[config.mk]
export PLATFORM = sky130hd
export DESIGN_NAME = fetch_stage
export DESIGN_NICKNAME = d
export VERILOG_FILES = /design/src/rtl/fetch_stage.sv
export SDC_FILE = /design/constraint.sdc
export NUM_CORES = 1
export LEC_CHECK = 0
export CAP_MARGIN = 30
export CORE_MARGIN = 10
export CORE_UTILIZATION = 44
export CTS_CLUSTER_DIAMETER = 150
export DETAILED_ROUTE_END_ITERATION = 12
export GPL_TIMING_DRIVEN = 0
export PLACE_DENSITY_LB_ADDON = 0.05
export REMOVE_ABC_BUFFERS = 1
export SYNTH_ARGS = -nofsm -noshare
export SYNTH_HDL_FRONTEND = slang
export SYNTH_SLANG_ARGS = --single-unit
[constraint.sdc]
create_clock -name clk -period 3.15 [get_ports clk]
set_clock_uncertainty 0.05 [all_clocks]
set_input_delay 0.63 -clock clk [delete_from_list [all_inputs] [get_ports clk]]
set_output_delay 0.63 -clock clk [all_outputs]
set_load 0.005 [all_outputs]
[src/rtl/fetch_stage.sv]
// Instruction-fetch front end: PC register, memory address issue, 1-cycle return
// alignment with stall hold, redirect bubble insertion and unmapped-fetch flagging.
module fetch_stage #(
   parameter logic [31:0] RESET_PC = 32'h4000_0000,
   parameter logic [31:0] NOP_INST = 32'h0000_0013
) (
   input  logic        clk,
   input  logic        rst,
   input  logic [31:0] pc_next,
   input  logic        redirect,
   input  logic        stall,
   input  logic [31:0] inst_raw,
   output logic [31:0] fetch_addr,
   output logic        imem_en,
   output logic        bios_en,
   output logic [31:0] pc_plus4,
   output logic        inst_sel_imem,
   output logic [31:0] pc_f,
   output logic [31:0] inst_out,
   output logic        inst_valid,
   output logic        fetch_err
);

   logic [31:0] pc_req_reg;
   logic [31:0] pc_f_reg;
   logic [31:0] hold_inst_reg;
   logic        valid_f_reg;
   logic        mapped_f_reg;
   logic        hold_valid_reg;
   logic        fetch_err_reg;

   logic [31:0] pc_next_aligned;
   logic        req_mapped;

   assign pc_next_aligned = pc_next & ~32'd3;
   assign req_mapped      = (pc_req_reg[31:28] == 4'b0001) || (pc_req_reg[31:28] == 4'b0100);

   always_ff @(posedge clk) begin
      if (!rst) begin
         pc_req_reg     <= RESET_PC;
         pc_f_reg       <= RESET_PC;
         valid_f_reg    <= 1'b0;
         mapped_f_reg   <= 1'b0;
         hold_valid_reg <= 1'b0;
         hold_inst_reg  <= NOP_INST;
         fetch_err_reg  <= 1'b0;
      end else if (redirect) begin
         // The in-flight fetch is killed; pc_f keeps its stale value under valid_f=0.
         pc_req_reg     <= pc_next_aligned;
         valid_f_reg    <= 1'b0;
         hold_valid_reg <= 1'b0;
      end else if (stall) begin
         if (!hold_valid_reg) begin
            hold_inst_reg  <= inst_raw;
            hold_valid_reg <= 1'b1;
         end
      end else begin
         pc_req_reg     <= pc_next_aligned;
         pc_f_reg       <= pc_req_reg;
         valid_f_reg    <= 1'b1;
         mapped_f_reg   <= req_mapped;
         hold_valid_reg <= 1'b0;
         if (!req_mapped)
            fetch_err_reg <= 1'b1;
      end
   end

   // Outputs are forced to their reset values while rst is asserted, before the edge lands.
   assign fetch_addr    = rst ? pc_req_reg : RESET_PC;
   assign imem_en       = (fetch_addr[31:28] == 4'b0001);
   assign bios_en       = (fetch_addr[31:28] == 4'b0100);
   assign pc_plus4      = fetch_addr + 32'd4;
   assign pc_f          = pc_f_reg;
   assign inst_sel_imem = ~pc_f_reg[30];
   assign inst_valid    = rst & valid_f_reg & mapped_f_reg;
   assign inst_out      = !inst_valid   ? NOP_INST      :
                          hold_valid_reg ? hold_inst_reg : inst_raw;
   assign fetch_err     = fetch_err_reg;

endmodule

==> flow_metrics.py, run 1 <==
metrics = {
    "outcome": {
        "status": "finished clean",
    },
    "pwr": {
        "power_density_nw_per_um2": 409,
        "peakVddDrop_mv": 0.302,
        "power_leakage_nw": 3.05,
        "power_mw": 3.13,
    },
    "critical_path": {
        "crit_fanout": 32,
        "ff2ff_setup_slack_ns": 1.42,
        "r2r_cells": 4,
        "criticalPathCategory": "input pin to primary output",
        "crit_arrival_ns": 2.37,
        "reg2reg_from": "hold_valid_reg",
        "r2r-end": "hold_inst_reg[20]",
        "cp-start-kind": "input pin",
        "required_ns": 2.47,
        "cp-end-kind": "primary output",
    },
    "floorplanning": {
        "ios": 201,
        "std_cell_rows": 38,
        "fp.dieW_um": 126,
        "initial_core_util": 0.453,
        "die_area_um2": 15900,
        "coreArea_um2": 10900,
        "die_h_um": 126,
    },
    "yosys": {
        "synth-edff-count": 0,
        "synthArstFlopShare": 0,
        "avgSynthCellArea_um2": 7.76,
        "syn_inst": 638,
        "synth_seq_area_share": 0.388,
        "syn_area_um2": 4950,
        "ys_types": 36,
        "synth_ff_type": "dfxtp_1",
        "ys.warnings.count": 0,
        "yosys_register_bits": 96,
    },
    "sta": {
        "rsz0062_at_grt": "yes",
        "fin_crit_ns": 3.05,
        "drv_slew": 0,
        "hold_violations": 0,
        "fin_ws_ns": 0.0990,
        "setup_tns_ns": 0,
        "slew_headroom": 0.401,
        "period_share": 0.969,
        "finalSetupViolations": 0,
        "worst_pin_slew_ns": 0.898,
        "fmax_mhz": 328,
    },
    "hold_path": {
        "worstHoldPathType": "flop to flop",
        "holdPathEnd": "hold_inst_reg[6]",
        "hold_depth": 2,
        "hp-start": "hold_inst_reg[6]",
    },
    "global_route": {
        "grtUsageTotal": 0.205,
        "grt_pass1_wl_mm": 27.0,
        "grt_max_degree": 41,
        "antenna_found_initial": 0,
        "grt_remaining_overflow": 0,
        "grt_pass1_vias": 4950,
    },
    "clocking": {
        "hold_buffers": 0,
        "clk_pin_slew_ns": 0.06,
        "clockRootBuffer": "clkbuf_16",
        "cts.sinks": 96,
        "numCtsBuffers": 9,
        "htree_num_levels": 3,
        "insertion_delay_ns": 0.34,
        "clockBufferDepth": 2,
        "cts_tree": "done",
    },
    "cells_and_area": {
        "nets": 889,
        "antenna_cells": 0,
        "largest_reg_flops": 32,
        "drive_above_1_share": 0.0715,
        "finalNonFillerCells": 965,
        "area_delta_synth_final_pct": 54.6,
    },
    "route": {
        "via_per_inst": 5.14,
        "vias": 4964,
        "drt-initial-drc-count": 348,
        "drc": 0,
        "wl_mm": 17.0,
        "detail-route-antenna-nets": 0,
        "avgRoutedWirePerCell_um": 17.6,
        "drtPass1Iterations": 5,
    },
    "place": {
        "port-buffer-count": 192,
        "place.gp.congestion": 0.799,
        "dp.cells": 935,
        "dp_hpwl_mm": 12.1,
        "dp_slack_ns": -0.856,
    },
    "job": {
        "cap_violations": 0,
    },
}
layer usage:
layer | vias to the layer above | GRT usage | part of all wire
li1 | 2442 | - | -
met1 | 2347 | 0.229 | 0.40
met2 | 156 | 0.356 | 0.50
met3 | 19 | 0.0701 | 0.081
met4 | 0 | 0.0670 | 0.020
met5 | - | 0 | 0
power breakdown:
group	leakage, nW	switching [mW]	internal (mW)
Sequential	0.787	0.0574	1.27
Clock	0.176	0.489	0.858
Combinational	2.09	0.195	0.259
Total	3.05	0.742	2.39
cell families after synthesis:
| kind of cell | count (synthesis) | synth area share |
|---|---|---|
| XOR/XNOR | 29 | 0.0513 |
| adder cells (fa/ha/maj) | 1 | 0.00253 |
| AND/OR/NAND/NOR | 325 | 0.297 |
| flip-flops | 96 | 0.388 |
| multiplexers | 32 | 0.0647 |
| other | 1 | 0.000757 |
| AO/OA/AOI/OAI | 93 | 0.140 |
| buffers and inverters | 61 | 0.0556 |
worst max-delay path by stage:
stage / from / to / cells past startpoint
3_5_place_dp: rst / pc_plus4[28] / 8
3_3_place_gp: rst / inst_valid / 4
2_1_floorplan: stall / hold_inst_reg[0] / 4
5_1_grt: rst / pc_plus4[18] / 11
4_1_cts: rst / pc_plus4[28] / 9
6_report: rst / pc_plus4[30] / 9
worst max-delay path: stages:
cell	delay (ns)
buf_16	0.16
and2_4	0.19
ha_2	0.20
nand4_1	0.10
buf_4	0.18
nor4_4	0.24
nand4_1	0.20
xnor2_1	0.19
dlygate4sd2_1	0.26
layout make-up:
cell class	instances	area, um2
Tap cell	140	175
Clock buffer	9	225
Multi-Input combinational cell	486	2850
Clock inverter	7	141
Sequential cell	96	1920
Inverter	13	48.8
Timing Repair Buffer	214	2300
Fill cell	891	3280
cell usage in the layout, fill, tap and decap left out, drive strengths merged, types with 3 or more instances in the layout:
cell,synthesis,final
bufinv,0,4
buf,21,20
nor3,3,3
clkdlybuf4s50,0,174
mux2i,32,32
nand3,20,20
conb,1,6
nand4,17,17
xnor2,23,23
and2,27,27
xor2,6,6
dlymetal6s2s,0,8
dlygate4sd2,0,9
clkbuf,27,10
nand2,199,199
and3,4,4
nor4,8,8
a21boi,87,87
nor2,40,40
inv,13,14
dfxtp,96,96
cells in the mapped netlist, types with 2 or more instances:
cell	n	area share
nand4_1	17	0.021
nand2_1	199	0.15
a21boi_0	76	0.12
and3_1	4	0.0051
mux2i_1	32	0.065
inv_1	13	0.0099
clkbuf_1	27	0.020
and2_1	26	0.033
nor3_1	2	0.0020
nor4_1	3	0.0038
buf_4	8	0.012
xor2_1	6	0.011
nand2b_1	2	0.0025
nor4_2	4	0.010
dfxtp_1	96	0.39
nor2b_1	2	0.0025
nand3_1	19	0.019
buf_2	13	0.013
nor2_1	39	0.030
a21boi_1	11	0.017
o211ai_1	2	0.0030
xnor2_1	23	0.041
metrics by stage:
step                       util  hold WS (ns)  area, um2
after floorplan               -         0.385       4740
after detailed placement  0.640         0.397       7000
after CTS                 0.688         0.406       7530
after global routing      0.700         0.424       7650
after global placement    0.626         0.389       6840
final                     0.700         0.405       7650
repair_timing:
item | 4_1_cts | 5_1_grt
cloned | 2 | 1
pin swaps | 5 | 11
resized for setup | 19 | 14
endpoints found under the setup margin | 53 | 13
setup buffers | 5 | 6
(Power assumes the default switching activity.)
==> inputs of run 2 (changes only) <==
- CORE_UTILIZATION: 44 -> 45
- CTS_BUF_LIST: not set -> sky130_fd_sc_hd__clkbuf_2 sky130_fd_sc_hd__clkbuf_4 sky130_fd_sc_hd__clkbuf_8
==> run 2 against run 1 <==
Effect of this change: wire length shrank 0.68%; combinational power hardly changed; critical path depth down 2; sequential power barely moved; sequential share of layout area rose by 0.73 points; hold slack improved by 0.0029 ns; first-iteration DRC count decreased by 20%.
==> flow_metrics.py, run 2 (synthesis results as in run 1) <==
metrics = {
    "cells_and_area": {
        "post-route-util": 0.690,
        "final_cell_mix": "197 x nand2_1, 176 x clkdlybuf4s50_1, 94 x dfxtp_1, 76 x a21boi_0, 37 x nor2_1",
        "largest_reg_flops": 32,
        "layout_commonest_cell": "nand2_1",
        "area_delta_synth_final_pct": 50.4,
        "antenna_cells": 0,
        "finalNonFillerCells": 962,
        "final_area_um2": 7440,
        "drive_above_1_share": 0.0754,
        "nets": 886,
    },
    "pwr": {
        "power_mw": 2.67,
        "p_seq_frac": 0.498,
        "power_density_nw_per_um2": 358,
        "switching_share": 0.262,
        "power.switching_uw": 698,
        "power_frac_clock": 0.330,
        "power_leakage_nw": 2.87,
        "internal_power_mw": 1.97,
        "peakVddDrop_mv": 0.259,
        "pwr-share-comb": 0.171,
    },
    "place": {
        "dp.cells": 934,
        "dp_hpwl_mm": 11.8,
        "dp_slack_ns": -0.896,
        "place.gp.congestion": 0.810,
        "placed_cell_area_um2": 6990,
        "port-buffer-count": 192,
    },
    "global_route": {
        "grt_max_degree": 57,
        "antenna_found_initial": 0,
        "grtUsageTotal": 0.206,
        "grt_pass1_vias": 4959,
        "grt_remaining_overflow": 0,
        "grt_pass1_wl_mm": 26.4,
    },
    "job": {
        "cap_violations": 0,
    },
    "clocking": {
        "cts.sinks": 96,
        "numCtsBuffers": 9,
        "clockBufferDepth": 2,
        "hold_buffers": 0,
        "insertion_delay_ns": 0.38,
        "cts_tree": "done",
        "clk_pin_slew_ns": 0.09,
        "clockRootBuffer": "clkbuf_8",
        "htree_num_levels": 3,
    },
    "critical_path": {
        "crit_arrival_ns": 2.36,
        "ff2ff_setup_slack_ns": 1.39,
        "criticalPathCategory": "input pin to primary output",
        "crit_fanout": 31,
        "cp-end-kind": "primary output",
        "required_ns": 2.47,
        "cp-start-kind": "input pin",
    },
    "outcome": {
        "status": "finished clean",
    },
    "sta": {
        "fin_ws_ns": 0.114,
        "finalSetupViolations": 0,
        "drv_slew": 0,
        "hold_slack_ns": 0.408,
        "rsz0062_at_grt": "yes",
        "slew_headroom": 0.412,
        "hold_violations": 0,
        "fmax_mhz": 329,
        "fin_crit_ns": 3.04,
        "period_share": 0.964,
        "worst_pin_slew_ns": 0.881,
        "setup_tns_ns": 0,
    },
    "route": {
        "wl_mm": 16.9,
        "drt-initial-drc-count": 278,
        "via_per_inst": 5.17,
        "avgRoutedWirePerCell_um": 17.6,
        "drtPass1Iterations": 4,
        "vias": 4977,
        "detail-route-antenna-nets": 0,
        "drc": 0,
    },
    "floorplanning": {
        "fp.dieW_um": 125,
        "ios": 201,
        "std_cell_rows": 38,
        "initial_core_util": 0.459,
        "die_area_um2": 15600,
        "coreArea_um2": 10800,
        "die_h_um": 125,
    },
    "hold_path": {
        "worstHoldPathType": "flop to flop",
    },
}
==> run 2: final timing paths <==
check,start,end,cells past startpoint
setup / recovery,rst,pc_plus4[31],7
hold / removal,hold_inst_reg[25],hold_inst_reg[25],2
setup reg to reg,hold_valid_reg,hold_inst_reg[18],4
hold reg to reg,hold_inst_reg[25],hold_inst_reg[25],2
==> run 2: power by group through the flow <==
| stage | logic (mW) | registers (mW) | clock network [mW] |
|---|---|---|---|
| floorplan | 0.166 | 1.34 | 0 |
| global placement | 0.419 | 1.36 | 0 |
| detailed placement | 0.437 | 1.35 | 0 |
| CTS | 0.459 | 1.33 | 0.902 |
| global route | 0.497 | 1.34 | 0.947 |
| finish | 0.457 | 1.33 | 0.881 |
==> run 2: routing by layer <==
layer	global-route usage	share of wire	up-vias
met5	0	0	-
li1	-	-	2448
met1	0.226	0.41	2325
met3	0.0898	0.095	34
met2	0.338	0.47	170
met4	0.0915	0.030	0
==> run 2: cell type report <==
class / count / area [um2]
clock inverters: 2 / 37.5
multi-input cells: 487 / 2870
well taps: 140 / 175
fillers: 934 / 3350
clock buffers: 14 / 174
flip-flops and latches: 96 / 1920
repair buffers: 210 / 2210
inverters: 13 / 48.8
==> run 2: repair_timing <==
item,4_1_cts,5_1_grt
gates resized for setup,23,18
pin swaps,8,10
endpoints found under the setup margin,58,18
cloned,4,0
buffers inserted,5,3
==> run 2: critical path, cell delays in order <==
cell and delay, ns:
buf_12 0.15, buf_16 0.16, nand3_4 0.20, nor4_4 0.31, nand4_1 0.15, xnor2_1 0.17
clkdlybuf4s50_1 0.56
==> inputs of run 3 (changes only) <==
- GPL_ROUTABILITY_DRIVEN: not set -> 0
==> results of run 3 <==
Final layout, timing and power as in run 2 (identical DEF).
==> patch: new RTL, settings of run 2 <==
Put one more register stage on the output `fetch_err`, with the module's reset. The value now appears one clock later. The other outputs are not delayed to match.
--- a/src/rtl/fetch_stage.sv
+++ b/src/rtl/fetch_stage.sv
@@ -76,5 +76,11 @@
    assign inst_out      = !inst_valid   ? NOP_INST      :
                           hold_valid_reg ? hold_inst_reg : inst_raw;
-   assign fetch_err     = fetch_err_reg;
+   always_ff @(posedge clk) begin
+      if (!rst) begin
+         fetch_err <= '0;
+      end else begin
+         fetch_err <= fetch_err_reg;
+      end
+   end
 
 endmodule
Check against the original RTL: not equivalent (Yosys sat finds a counterexample within 4 cycles, from zero or initial values and one cycle with rst low).
==> patch against run 2 <==
Non-clock buffer count decreased by 2. Synthesized area decreased by 4.1%. Sequential cell count increased by 1. Via count increased by 0.20%. Cell area decreased by 2.0%. Power increased by 4.5%. First-iteration DRC count increased by 23%. Setup slack got worse by 0.046 ns. Maximum frequency decreased by 1.5%. Global-route usage increased by 0.84 points. Routed wire length decreased by 1.9%.
==> patch: results (changes against run 2) <==
.. list-table::
   :header-rows: 1

   * - Metric
     - Value
   * - Total routed wire length on the met1 layer
     - 6580 um (-4.5%)
   * - Total area of multi-input combinational cells
     - 2690 sq um (-6.4%)
   * - #MultiIn Comb
     - 490 (+0.62%)
   * - Fraction of final layout cells sized beyond drive strength 1
     - 8.87% (+1.3 points)
   * - Met2 layer usage reported by global route
     - 35.0% (+1.1 points)
   * - Ratio of total power to cell area
     - 382 nW/um^2 (+6.6%)
   * - Fraction of power consumed by the clock network
     - 36.2% (+3.2 points)
   * - First-iteration detailed-routing DRC count
     - 342 (+23%)
   * - Gates resized, CTS repair
     - 43 (+87%)
   * - Sink of the worst hold path
     - pc_f[5]$_SDFFE_PN0P_
   * - Maximum fanout along the worst path
     - 25 (-19%)
   * - Gate count after technology mapping
     - 641 (+0.47%)
   * - Final hold slack
     - 0.408 ns (-0.0000480 ns)
   * - Post-synthesis sequential element count
     - 97 (+1.0%)
   * - Routed wire per std cell
     - 17.3 um (-1.6%)
   * - Setup fix buffers added after clock tree synthesis
     - 7 (+2)
   * - Register area share after synthesis
     - 40.9% (+2.1 points)
   * - Number of inverters outside the clock class in the layout
     - 12 (-1)
   * - Result of the run
     - finished, final reports clean
   * - Final Wtd Congestion
     - 0.797 (-1.6%)
   * - Start point of the worst hold path
     - pc_f[5]$_SDFFE_PN0P_
   * - Metal3 WL
     - 1800 um (+11%)
   * - Stage delay of the slowest cell on the critical path
     - 0.26 ns (-0.30 ns)
   * - Slew @ Worst Pin
     - 0.941 ns (+0.0605 ns)
   * - Met3 Resource Use GR
     - 9.27% (+0.30 points)
   * - Most area-consuming cells after synthesis
     - dfxtp_1 (41%), nand2_1 (16%), a21oi_1 (9.4%)
   * - Layout overhead on the synthesized area
     - 53.8%
   * - Signal buf overhead
     - 29.8% (+0.048 points)
   * - Global-route usage over all layers
     - 21.4% (+0.84 points)
   * - Critical R2R Capture
     - hold_inst_reg[29]$_SDFFE_PN0P_
   * - Capture point of the worst path
     - pc_plus4[10]
   * - Total length of routed met2 wires
     - 7910 um (about the same)
   * - Switching portion of total power
     - 25.6% (-0.60 points)
   * - Count of unique library cells instantiated by Yosys
     - 38 (+5.6%)
   * - Reg2reg path depth
     - 5 (+1)
   * - CLK BUF
     - 10 (-4)
   * - Largest net degree at the start of global routing
     - 56 (-1.8%)
[patch: cell count changes in the layout (fill, tap and decap cells not counted), sizes merged, moves of 5 or more]
cell	run 2	this run
a21boi	87	0
a21oi	1	89
clkbuf	17	10
dlygate4sd2	8	15
nand4	17	10
xnor2	23	16
xor2	6	11
[patch: cell families (layout without fill, tap and decap cells)]
family                     after synthesis  after routing  synth area share, %
and+or+nand+nor                        328            329                 31.2
DFF                                     97             97                 40.9
AOI/OAI and AO/OA                       94             94                 10.1
buffers and inverters                   60            236                 5.54
muxes                                   33             33                 6.96
xor gates and xnor gates                27             27                 4.98
adders and majority gates                1              1                0.264
other                                    1              6               0.0790
[patch: per-stage QoR]
stage	utilization (%)	power [mW]	setup slack, ns
2_1_floorplan	-	1.53	0.219
3_3_place_gp	64.6	1.78	-2.76
3_5_place_dp	66.0	1.80	-1.10
4_1_cts	70.4	2.80	0.0206
5_1_grt	71.0	2.90	-0.0113
6_report	71.0	2.79	0.0685
